**src/rtl/spi_pkt_readout_pkg.sv**
```systemverilog
// Shared frame constants and FSM encoding for the SPI packet readout block.
// Build option: define SPI_PARITY_EN to append an even-parity bit to every frame.
package spi_pkt_readout_pkg;

  localparam int STATUS_W = 8;

`ifdef SPI_PARITY_EN
  localparam int PAR_W = 1;
`else
  localparam int PAR_W = 0;
`endif

  typedef enum logic [1:0] {
    ST_IDLE  = 2'd0,
    ST_LOAD  = 2'd1,
    ST_SHIFT = 2'd2,
    ST_DONE  = 2'd3
  } state_e;

  function automatic int frame_w(input int data_w);
    return STATUS_W + data_w + PAR_W;
  endfunction

endpackage

```
**src/rtl/spi_in_sync.sv**
```systemverilog
// Multi-flop synchronizer for an asynchronous SPI pin, with single-clk edge pulses.
module spi_in_sync #(
  parameter int   STAGES  = 2,
  parameter logic RST_VAL = 1'b0
) (
  input  logic clk,
  input  logic rst,
  input  logic d,
  output logic level,
  output logic rise,
  output logic fall
);

  logic [STAGES-1:0] sync_q;
  logic [STAGES-1:0] sync_d;
  logic              prev_q;
  logic              prev_d;

  always_comb begin
    sync_d = {sync_q[STAGES-2:0], d};
    prev_d = sync_q[STAGES-1];
  end

  always_ff @(posedge clk) begin
    if (!rst) begin
      sync_q <= {STAGES{RST_VAL}};
      prev_q <= RST_VAL;
    end else begin
      sync_q <= sync_d;
      prev_q <= prev_d;
    end
  end

  assign level = sync_q[STAGES-1];
  assign rise  = level & ~prev_q;
  assign fall  = ~level & prev_q;

endmodule

```
**src/rtl/spi_pkt_readout.sv**
```systemverilog
// Captures packets from the shift buffer and serves them over an SPI mode-0 slave.
// Build option: SPI_PARITY_EN adds a trailing even-parity bit to the frame.
module spi_pkt_readout
  import spi_pkt_readout_pkg::*;
#(
  parameter int DATA_W      = 64,
  parameter int CNT_W       = 6,
  parameter int SYNC_STAGES = 2
) (
  input  logic              clk,
  input  logic              rst,
  input  logic              pkt_rec,
  input  logic [DATA_W-1:0] spi_data,
  input  logic              cs,
  input  logic              sclk,
  input  logic              mosi,
  output logic              miso,
  output logic              pkt_avail,
  output logic              ovf,
  output logic              busy
);

  localparam int FRAME_W = frame_w(DATA_W);
  localparam int BIT_W   = $clog2(FRAME_W + 1);

  logic cs_lvl_unused, cs_rise, cs_fall;
  logic sclk_lvl_unused, sclk_rise, sclk_fall;
  logic mosi_s, mosi_rise_unused, mosi_fall_unused;

  spi_in_sync #(.STAGES(SYNC_STAGES), .RST_VAL(1'b1)) u_cs_sync (
    .clk(clk), .rst(rst), .d(cs),
    .level(cs_lvl_unused), .rise(cs_rise), .fall(cs_fall)
  );

  spi_in_sync #(.STAGES(SYNC_STAGES), .RST_VAL(1'b0)) u_sclk_sync (
    .clk(clk), .rst(rst), .d(sclk),
    .level(sclk_lvl_unused), .rise(sclk_rise), .fall(sclk_fall)
  );

  spi_in_sync #(.STAGES(SYNC_STAGES), .RST_VAL(1'b0)) u_mosi_sync (
    .clk(clk), .rst(rst), .d(mosi),
    .level(mosi_s), .rise(mosi_rise_unused), .fall(mosi_fall_unused)
  );

  state_e             state_q, state_d;
  logic [FRAME_W-1:0] shift_q, shift_d;
  logic [BIT_W-1:0]   bit_cnt_q, bit_cnt_d;
  logic [DATA_W-1:0]  hold_q, hold_d;
  logic [CNT_W-1:0]   pkt_cnt_q, pkt_cnt_d;
  logic               pkt_avail_q, pkt_avail_d;
  logic               ovf_q, ovf_d;
  logic               busy_q, busy_d;
  logic               miso_q, miso_d;
  logic               mosi_first_q, mosi_first_d;

  logic [STATUS_W-1:0] status_c;
  logic [FRAME_W-1:0]  frame_c;

  always_comb begin
    status_c = {pkt_avail_q, ovf_q, (STATUS_W-2)'(pkt_cnt_q)};
`ifdef SPI_PARITY_EN
    frame_c  = {status_c, hold_q, ^{status_c, hold_q}};
`else
    frame_c  = {status_c, hold_q};
`endif
  end

  always_comb begin
    state_d      = state_q;
    shift_d      = shift_q;
    bit_cnt_d    = bit_cnt_q;
    hold_d       = hold_q;
    pkt_cnt_d    = pkt_cnt_q;
    pkt_avail_d  = pkt_avail_q;
    ovf_d        = ovf_q;
    busy_d       = busy_q;
    miso_d       = miso_q;
    mosi_first_d = mosi_first_q;

    unique case (state_q)
      ST_IDLE: begin
        busy_d = 1'b0;
        miso_d = 1'b0;
        if (cs_fall) state_d = ST_LOAD;
      end
      ST_LOAD: begin
        if (cs_rise) begin
          state_d = ST_IDLE;
          busy_d  = 1'b0;
          miso_d  = 1'b0;
        end else begin
          shift_d      = frame_c;
          miso_d       = frame_c[FRAME_W-1];
          bit_cnt_d    = '0;
          mosi_first_d = 1'b0;
          busy_d       = 1'b1;
          state_d      = ST_SHIFT;
        end
      end
      ST_SHIFT: begin
        if (cs_rise) begin
          state_d = ST_IDLE;
          busy_d  = 1'b0;
          miso_d  = 1'b0;
        end else if (sclk_rise) begin
          bit_cnt_d = bit_cnt_q + BIT_W'(1);
          if (bit_cnt_q == '0) mosi_first_d = mosi_s;
          // Last bit sampled by the host: finish without waiting for its fall.
          if (bit_cnt_q == BIT_W'(FRAME_W - 1)) state_d = ST_DONE;
        end else if (sclk_fall) begin
          shift_d = shift_q << 1;
          miso_d  = shift_q[FRAME_W-2];
        end
      end
      ST_DONE: begin
        state_d     = ST_IDLE;
        busy_d      = 1'b0;
        miso_d      = 1'b0;
        pkt_avail_d = 1'b0;
        if (mosi_first_q) ovf_d = 1'b0;
      end
      default: state_d = ST_IDLE;
    endcase

    // A capture in the DONE cycle replaces the packet that was just read out.
    if (pkt_rec) begin
      if (!pkt_avail_q || state_q == ST_DONE) begin
        hold_d      = spi_data;
        pkt_avail_d = 1'b1;
        pkt_cnt_d   = pkt_cnt_q + CNT_W'(1);
      end else begin
        ovf_d = 1'b1;
      end
    end
  end

  always_ff @(posedge clk) begin
    if (!rst) begin
      state_q      <= ST_IDLE;
      shift_q      <= '0;
      bit_cnt_q    <= '0;
      hold_q       <= '0;
      pkt_cnt_q    <= '0;
      pkt_avail_q  <= 1'b0;
      ovf_q        <= 1'b0;
      busy_q       <= 1'b0;
      miso_q       <= 1'b0;
      mosi_first_q <= 1'b0;
    end else begin
      state_q      <= state_d;
      shift_q      <= shift_d;
      bit_cnt_q    <= bit_cnt_d;
      hold_q       <= hold_d;
      pkt_cnt_q    <= pkt_cnt_d;
      pkt_avail_q  <= pkt_avail_d;
      ovf_q        <= ovf_d;
      busy_q       <= busy_d;
      miso_q       <= miso_d;
      mosi_first_q <= mosi_first_d;
    end
  end

  // Gate with the raw pin so miso is low the moment the host deselects.
  assign miso      = miso_q & ~cs;
  assign pkt_avail = pkt_avail_q;
  assign ovf       = ovf_q;
  assign busy      = busy_q;

endmodule

```
**config.mk**
```make
export PLATFORM = sky130hd
export DESIGN_NAME = spi_pkt_readout
export DESIGN_NICKNAME = d
export VERILOG_FILES = /design/src/rtl/spi_pkt_readout_pkg.sv /design/src/rtl/spi_in_sync.sv /design/src/rtl/spi_pkt_readout.sv
export SDC_FILE = /design/constraint.sdc
export NUM_CORES = 1
export LEC_CHECK = 0
export ABC_AREA = 0
export CELL_PAD_IN_SITES_DETAIL_PLACEMENT = 0
export CELL_PAD_IN_SITES_GLOBAL_PLACEMENT = 1
export CORE_UTILIZATION = 46
export CTS_BUF_LIST = sky130_fd_sc_hd__clkbuf_4
export DETAILED_ROUTE_END_ITERATION = 6
export HOLD_SLACK_MARGIN = 0.03
export PLACE_DENSITY_LB_ADDON = 0.2
export SLEW_MARGIN = 25
export SYNTH_ARGS = -nofsm -noshare
export SYNTH_HDL_FRONTEND = slang
export SYNTH_SLANG_ARGS = --single-unit
export TNS_END_PERCENT = 20
```
**constraint.sdc**
```tcl
create_clock -name clk -period 3.4 [get_ports clk]
set_input_delay 0.51 -clock clk [delete_from_list [all_inputs] [get_ports clk]]
set_output_delay 0.51 -clock clk [all_outputs]
set_load 0.05 [all_outputs]
```
==> results.tsv <==
metric	value	unit
status	finished, final reports clean	
fin_ws	1040	ps
preCtsSetupSlack	879	ps
cp-end-kind	output pin	
finalWirelength	13500	um
nFillCells	1302	
clock_latency	550	ps
synthesis.area	6420	um2
setup_violations	0	
rows	42	
io_pins	74	
holdWs	440	ps
setup_tns	0	ps
total_power	3600	uW
coreArea	13500	um2
required	2890	ps
antenna-diode-count	0	
die_area	14400	um2
final_common_cell	nand2_1	
cts_resized	0	
synth-seq-cells	163	
grt_max_degree	73	
dr.first_iter.drc_count	338	
clkPwrFrac	33.8	%
worst_setup_path_start_kind	register	
drive_gt1_share	5.48	%
synth_seq_area_share	50.8	%
p_per_area	478	nW/um2
hold_viol_final	0	
net-switching-power	860	uW
slew_viol_final	0	
gr-usage-all-layers	20.0	%
worstPathMaxFanout	2	
seqPwrFrac	56.6	%
relSlewSlack	47.2	%
yosys_warnings	0	
root_buffer	clkbuf_4	
crit_type	register to output pin	
post-cts-setup-buffer-count	0	
hold_buffers	0	
skew	14.9	ps
synth_top_area_share	50.8	%
fin_crit	2360	ps
pwr-share-comb	9.6	%
via_per_inst	5.23	
synthesis.nets	881	
io_buffers	73	
nNetsFinal	917	
crit_family	buffers and inverters	
worst_pin_slew	792	ps
hp-class	register to register	
slowest_delay	810	ps
routabilityCongestion	0.800	
power.share.switching	23.9	%
place_area	7220	um2
vias	5403	
synthCells	808	
final_area	7530	um2
grt_setup_unrepaired	no	
antenna_found_initial	0	
dieHeight	120	um
cts_tree	done	
critical-path-slowest-cell	clkdlybuf4s50_1	
final_cell_mix	nand2_1, dfxtp_1, nor2_1	
cts.clk_slew.worst_paths	120	ps
detail-route-antenna-nets	0	
synth_top_area_cell	dfxtp_1	
synth_cell_types	38	
fin_crit_sh	69.4	%
avgSynthCellArea	7.95	um2
wire_per_inst	13.0	um
drc	0	
crit_buf_inv	1	
grt_pass1_wl	23300	um
leakagePower	0.00248	uW
p_int	2740	uW
dp_hpwl	8400	um
peakVddDrop	0.000344	V
max-cap-violations	0	
grt_overflow_total	0	
cts_buffers	17	
first_pass_iters	4	
ys_top_cells_by_area	dfxtp_1, nand2_1, a311oi_1, a21oi_1, nor2_1	
start_util	47.7	%
die_w	120	um
grt_pass1_vias	5161	
fmax	424	MHz
crit_chain	nor2b_1 -> clkdlybuf4s50_1	
arrival	1850	ps
cts_max_path_buffers	2	
areaGrowthSynthToFinish	17.2	%
cts_max_level	4	
cts_sinks	163	
[sequential cells by signal (all words and copies together) (netlist names)]
name	cells
u_cs_sync.sync_q	2
u_cs_sync.prev_q	1
busy	1
u_sclk_sync.sync_q	2
miso_q	1
pkt_avail	1
mosi_first_q	1
bit_cnt_q	7
hold_q	64
u_mosi_sync.sync_q	2
u_sclk_sync.prev_q	1
pkt_cnt_q	6
state_q	2
ovf	1
shift_q	71
[metal layers]
metal	GRT usage (%)	vias to the layer above	part of all wire, %
met1	24.8	2507	47
li1	-	2801	-
met4	5.78	0	1.2
met2	34.2	84	47
met3	5.05	11	4.2
met5	0	-	0
[power groups by stage]
stage	sequential [uW]	combinational, uW	clock, uW
global route	2050	389	1340
finish	2040	344	1220
global placement	2080	340	0
floorplan	2080	207	0
CTS	2040	350	1260
detailed placement	2080	348	0
[synth_stat cells]
master and count:
buf_6 1, a21boi_0 8, inv_1 5, o21a_1 1, o21ai_0 4, nor2_1 81
or3_1 2, nand4b_1 1, nand2_1 276, a311oi_1 70, and2_1 9, a21bo_2 1
o2111ai_1 1, nand4_1 3, nand3_1 8, or4_1 2, o31ai_1 2, clkbuf_1 33
xor2_1 5, ha_1 3, a211oi_1 1, buf_4 1, dfxtp_1 163, buf_2 30
nor2b_1 3, a31oi_1 2, and3_1 2, and4bb_2 1, xnor2_1 1, nand4bb_1 1
nor3b_1 1, nand2b_1 8, a21oi_2 1, o21ai_1 1, nor3_1 2, a21oi_1 72
and3b_1 1, and2b_1 1
[path summary, 6_finish.rpt]
check                           start                   to  slack [ps]  depth (start not counted)
setup / recovery               miso_q                 miso        1040                          2
hold / removal    u_cs_sync.sync_q[0]  u_cs_sync.sync_q[1]         440                          1
setup reg to reg           state_q[0]           hold_q[61]        1330                          5
hold reg to reg   u_cs_sync.sync_q[0]  u_cs_sync.sync_q[1]         440                          1
[stage by stage]
stage / utilization, % / cells
6_report: 56.0 / 1033
2_1_floorplan: - / 808
3_3_place_gp: 53.7 / 1001
3_5_place_dp: 53.7 / 1001
5_1_grt: 56.0 / 1033
4_1_cts: 56.0 / 1033
[logic make-up after synthesis]
group	after synthesis	share of synthesized area [%]
XOR/XNOR	6	0.818
AO/OA/AOI/OAI	164	17.6
flip-flops	163	50.8
adder cells (fa/ha/maj)	3	0.584
AND/OR/NAND/NOR	402	25.4
buffers and inverters	70	4.85
[final cells by class]
type	count	area [um2]	area share (%)
clock buffer	19	143	1.89
multi-input combinational	575	2870	38.1
inverter	5	21.3	0.282
timing repair buffer	82	848	11.3
sequential	163	3260	43.3
clock inverter	13	165	2.19
tap	176	220	2.92
Power figures use the tool's default switching activity.
